==> src/rtl/eco32_core_idu_rfu_wba.sv <==
// Register-file writeback arbiter: merges execute (A) and load-return (B) writes
// onto one byte-enabled write port, and zeroes all 32 registers after reset or clear.
module eco32_core_idu_rfu_wba (
  input  logic        clk,
  input  logic        rst_n,
  input  logic        a_req,
  input  logic [3:0]  a_ben,
  input  logic [4:0]  a_addr,
  input  logic [31:0] a_data,
  output logic        a_ack,
  input  logic        b_req,
  input  logic [3:0]  b_ben,
  input  logic [4:0]  b_addr,
  input  logic [31:0] b_data,
  output logic        b_ack,
  input  logic        i_clr,
  output logic        w_ena,
  output logic [3:0]  w_ben,
  output logic [4:0]  w_addr,
  output logic [31:0] w_data,
  output logic        o_busy
);

  typedef enum logic {INIT, RUN} state_t;

  state_t      state, state_nxt;
  logic [4:0]  cnt, cnt_nxt;
  logic [1:0]  starv, starv_nxt;
  logic        w_ena_nxt, busy_nxt;
  logic [3:0]  w_ben_nxt, g_ben;
  logic [4:0]  w_addr_nxt, g_addr;
  logic [31:0] w_data_nxt, g_data;
  logic        grant_a, grant_b;

  // B wins over A only once it has been refused three RUN cycles in a row.
  always_comb begin
    grant_a = 1'b0;
    grant_b = 1'b0;
    if (state == RUN && !i_clr) begin
      if (b_req && (!a_req || starv == 2'd3)) grant_b = 1'b1;
      else if (a_req)                        grant_a = 1'b1;
    end
  end

  assign a_ack  = grant_a;
  assign b_ack  = grant_b;
  assign g_ben  = grant_b ? b_ben  : a_ben;
  assign g_addr = grant_b ? b_addr : a_addr;
  assign g_data = grant_b ? b_data : a_data;

  always_comb begin
    state_nxt  = state;
    cnt_nxt    = cnt;
    starv_nxt  = starv;
    busy_nxt   = o_busy;
    w_ena_nxt  = 1'b0;
    w_ben_nxt  = w_ben;
    w_addr_nxt = w_addr;
    w_data_nxt = w_data;
    case (state)
      INIT: begin
        w_ena_nxt  = 1'b1;
        w_ben_nxt  = 4'hF;
        w_addr_nxt = cnt;
        w_data_nxt = '0;
        starv_nxt  = '0;
        if (i_clr) begin
          cnt_nxt = '0;
        end else if (cnt == 5'd31) begin
          state_nxt = RUN;
          busy_nxt  = 1'b0;
          cnt_nxt   = '0;
        end else begin
          cnt_nxt = cnt + 5'd1;
        end
      end
      RUN: begin
        if (i_clr) begin
          state_nxt = INIT;
          cnt_nxt   = '0;
          busy_nxt  = 1'b1;
          starv_nxt = '0;
        end else begin
          if (grant_a || grant_b) begin
            // Writes to r0 or with no enabled bytes are acked but suppressed.
            w_ena_nxt  = (g_addr != 5'd0) && (g_ben != 4'd0);
            w_ben_nxt  = g_ben;
            w_addr_nxt = g_addr;
            w_data_nxt = g_data;
          end
          if (grant_b || !b_req)   starv_nxt = '0;
          else if (starv != 2'd3)  starv_nxt = starv + 2'd1;
        end
      end
      default: state_nxt = INIT;
    endcase
  end

  always_ff @(posedge clk or negedge rst_n) begin
    if (!rst_n) begin
      state  <= INIT;
      cnt    <= '0;
      starv  <= '0;
      o_busy <= 1'b1;
      w_ena  <= 1'b0;
      w_ben  <= '0;
      w_addr <= '0;
      w_data <= '0;
    end else begin
      state  <= state_nxt;
      cnt    <= cnt_nxt;
      starv  <= starv_nxt;
      o_busy <= busy_nxt;
      w_ena  <= w_ena_nxt;
      w_ben  <= w_ben_nxt;
      w_addr <= w_addr_nxt;
      w_data <= w_data_nxt;
    end
  end

endmodule

==> config.mk <==
export PLATFORM = sky130hd
export DESIGN_NAME = eco32_core_idu_rfu_wba
export DESIGN_NICKNAME = d
export VERILOG_FILES = /design/src/rtl/eco32_core_idu_rfu_wba.sv
export SDC_FILE = /design/constraint.sdc
export NUM_CORES = 1
export LEC_CHECK = 0
export ABC_AREA = 1
export ABC_CLOCK_PERIOD_IN_PS = 2500
export CAP_MARGIN = 20
export CORE_ASPECT_RATIO = 0.7
export CORE_UTILIZATION = 43
export DETAILED_ROUTE_END_ITERATION = 16
export PLACE_DENSITY_LB_ADDON = 0.15
export SYNTH_ARGS = -nofsm -noshare
export SYNTH_HDL_FRONTEND = slang
export SYNTH_SLANG_ARGS = --single-unit
==> constraint.sdc <==
create_clock -name clk -period 2.5 [get_ports clk]
set_clock_uncertainty 0.2 [all_clocks]
set_input_delay 0.375 -clock clk [delete_from_list [all_inputs] [get_ports clk]]
set_output_delay 0.375 -clock clk [all_outputs]
set_load 0.02 [all_outputs]
==> results of run 1 <==
[worst min-delay path by stage]
stage               startpoint         end  slack, ns  cells after the start
finish                starv[0]    starv[0]       0.25                      1
global route          starv[0]    starv[0]       0.29                      1
CTS                   starv[0]    starv[0]       0.25                      1
detailed placement       rst_n  w_data[17]       0.20                      1
global placement         rst_n  w_data[17]       0.19                      1
floorplan                rst_n      cnt[0]      -0.12                      0
[metal layers]
| metal | wire length, um | share of wire [%] | vias up | track usage (%) |
|---|---|---|---|---|
| met5 | 0 | 0 | - | 0 |
| met4 | 161 | 2.2 | 0 | 7.31 |
| met3 | 653 | 8.8 | 16 | 6.55 |
| met2 | 3230 | 43 | 123 | 39.0 |
| met1 | 3410 | 46 | 1202 | 34.7 |
| li1 | - | - | 1281 | - |
[where the power goes]
part	total (mW)	switching [mW]	internal [mW]	leakage, nW
sequential	0.897	0.0275	0.870	0.677
combinational	0.361	0.151	0.209	1.03
clock	0.481	0.263	0.218	0.0470
total	1.74	0.442	1.30	1.75
[what timing repair did]
action                     CTS  global route
setup endpoints to repair    0             0
hold endpoints to repair    22             0
gates resized for setup      0             0
hold buffers                 1             0
[sequential cells by signal, summed over array words and instances, names as in the netlist]
name,count
o_busy,1
state,1
w_data,32
w_ben,4
starv,2
w_ena,1
cnt,5
w_addr,5
[per-stage QoR]
stage	setup slack (ns)	util [%]	hold WS, ns
global route	0.00191	74.3	0.286
global placement	0.0871	72.5	0.193
CTS	0.0671	74.3	0.254
finish	0.0853	74.3	0.252
detailed placement	0.0787	72.5	0.196
floorplan	0.776	-	-0.121
[kinds of logic (layout without fill, tap and decap cells)]
group                      count (synthesis)  after routing  synth area share [%]
AOI/OAI and AO/OA                         82             82                  17.4
buffers and inverters                     46            180                  8.53
DFF                                       51             51                  50.3
xor gates and xnor gates                   2              2                 0.690
and+or+nand+nor                          130            130                  21.5
adders and majority gates                  3              3                  1.48
[cell type report]
| cell class | count | share of cell area [%] |
|---|---|---|
| Timing Repair Buffer | 143 | 35.5 |
| Sequential cell | 51 | 31.6 |
| Multi-Input combinational cell | 217 | 25.8 |
| Inverter | 30 | 2.81 |
| Tap cell | 72 | 2.22 |
| Clock buffer | 6 | 2.04 |
| Clock inverter | 1 | 0.124 |
[layout by cell type, fill, tap and decap left out, types with 4 or more instances in the layout]
cell type        instances
clkdlybuf4s50_1        130
nand2_1                 72
dfrtp_1                 50
nor2_1                  39
o21ai_0                 39
o21ai_1                 34
inv_1                   27
buf_4                    8
clkbuf_8                 6
nand2_2                  4
nand4_1                  4
o221ai_1                 4
==> flow_summary.json, run 1 <==
{
  "synth-edff-count": 0,
  "io_buffer_count": 131,
  "final_design_area_no_fill_mm2": 0.00405,
  "synth.cells.most_frequent": "72 x nand2_1, 50 x dfrtp_1, 39 x nor2_1, 39 x o21ai_0, 34 x o21ai_1",
  "ordered_cell_list_for_the_critical_path": "clkdlybuf4s50_1 > inv_2 > nand2_2 > nor2_2 > clkdlybuf4s50_1",
  "place_congestion": 0.824,
  "dp_cells": 512,
  "layoutNonFillerInstCount": 520,
  "number_of_global_route_vias_before_repair": 2565,
  "wire_length_of_the_first_global_routing_pass_um": 12100,
  "grt_antenna_before_repair": 0,
  "syn_nets": 404,
  "route.antenna.remaining_nets": 0,
  "cts-root-to-sink-buffers": 2,
  "design_power_total_mw": 1.74,
  "cts_root_buffer": "clkbuf_8",
  "synth_largest_area_cell": "dfrtp_1",
  "yosys.cell_types.count": 29,
  "achievable-frequency_mhz": 414,
  "outcome": "completed",
  "tightest_slew_ns": 0.641,
  "fillerInstances": 427,
  "worstSetupEndpointType": "output pin",
  "arr_time_crit_path_ns": 1.84,
  "routed_wl_um": 7460,
  "design.core.area_mm2": 0.00545,
  "mean_cell_area_of_the_mapped_netlist_um2": 8.08,
  "clock_tree.htree_level_count": 2,
  "grt_overflow": 0,
  "post-synth-top-count-cell": "nand2_1",
  "netlist.area_leader.share_pct": 49.3,
  "worstReg2RegStart": "state",
  "post_cts_buffers": 0,
  "regToRegSetupSlack_ns": 0.49,
  "layout_worst_path_cycle_share_pct": 96.6,
  "die_boundary_width_um": 93.8,
  "remaining_drc_errors": 0,
  "area_of_the_multi_input_gates_mm2": 0.00104,
  "cpMaxStageDelayCell": "clkdlybuf4s50_1",
  "clk_latency_ns": 0.29,
  "ys_async_sr_fraction_pct": 100,
  "peakVddDrop_mv": 0.242,
  "dpl-instance-area_mm2": 0.00395,
  "start_util_pct": 46.6,
  "drive_gt1_share_pct": 7.14,
  "cp.depth": 5,
  "worst-path-buf-inv": 3,
  "powerDensity_mw_per_mm2": 429,
  "drt-initial-drc-count": 190,
  "cts_inserted_buffers": 5,
  "number_of_sinks_driven_by_the_clock_tree": 51,
  "worst_path_dominant_cell_family": "buffers and inverters",
  "timing.final.crit_period_ns": 2.41,
  "cts_tree": "done",
  "ff_to_ff_end": "w_ena",
  "n_antenna_cell": 0,
  "type_of_element_launching_the_critical_path": "input pin",
  "worst_path_most_repeated_cell": "clkdlybuf4s50_1",
  "vias_per_cell": 5.04,
  "static-leakage-power_nw": 1.75,
  "syn_inst": 314,
  "startpoint": "i_clr",
  "final-hold-violation-count": 0,
  "finalNetCount": 538,
  "worst-r2r-cell-count": 8,
  "detailroute.via_count": 2622,
  "area_growth_syn_to_layout_pct": 59.6,
  "rsz0062_at_grt": "false",
  "ys_seq_elements": 51,
  "drv.max_cap_violation_count": 0,
  "crit_type": "input pin to output pin",
  "seqCellArea_mm2": 0.00128,
  "setup_tns_ns": 0,
  "yosys_most_used_dff": "dfrtp_1",
  "post_synth_main_area_contributors": "dfrtp_1 49%, nand2_1 11%, o21ai_0 7.7%",
  "num_rows": 22,
  "setup_viol": 0,
  "critical_path_peak_fanout": 6,
  "wl_per_cell_um": 14.4,
  "grt_start_max_net_pins": 38,
  "die_area_mm2": 0.00622,
  "yosys_warnings": 0,
  "worst_slew_margin_rel_pct": 57.2,
  "critical_path.max_stage_delay_ns": 0.65,
  "drt_pre_antenna_iters": 5,
  "hold_path.class": "flop to flop",
  "synth-seq-area-share_pct": 50.3,
  "critical_path_required_ns": 1.92,
  "critical_path.endpoint": "b_ack",
  "dp.final_hpwl_um": 5530,
  "grt_util_all_layers_pct": 25.1,
  "post_synth_instance_area_mm2": 0.00254,
  "chipHeight_um": 66.3,
  "max_transition_viols_final": 0,
  "io_pins": 132,
  "path_clk_slew_ns": 0.09
}
Note: power is estimated with default switching activity, not from simulation.
==> inputs of run 2 (changes only) <==
Settings changed: CAP_MARGIN 20 to not set.
==> results of run 2 <==
The final DEF is identical to that of run 1; final timing and power are the same.
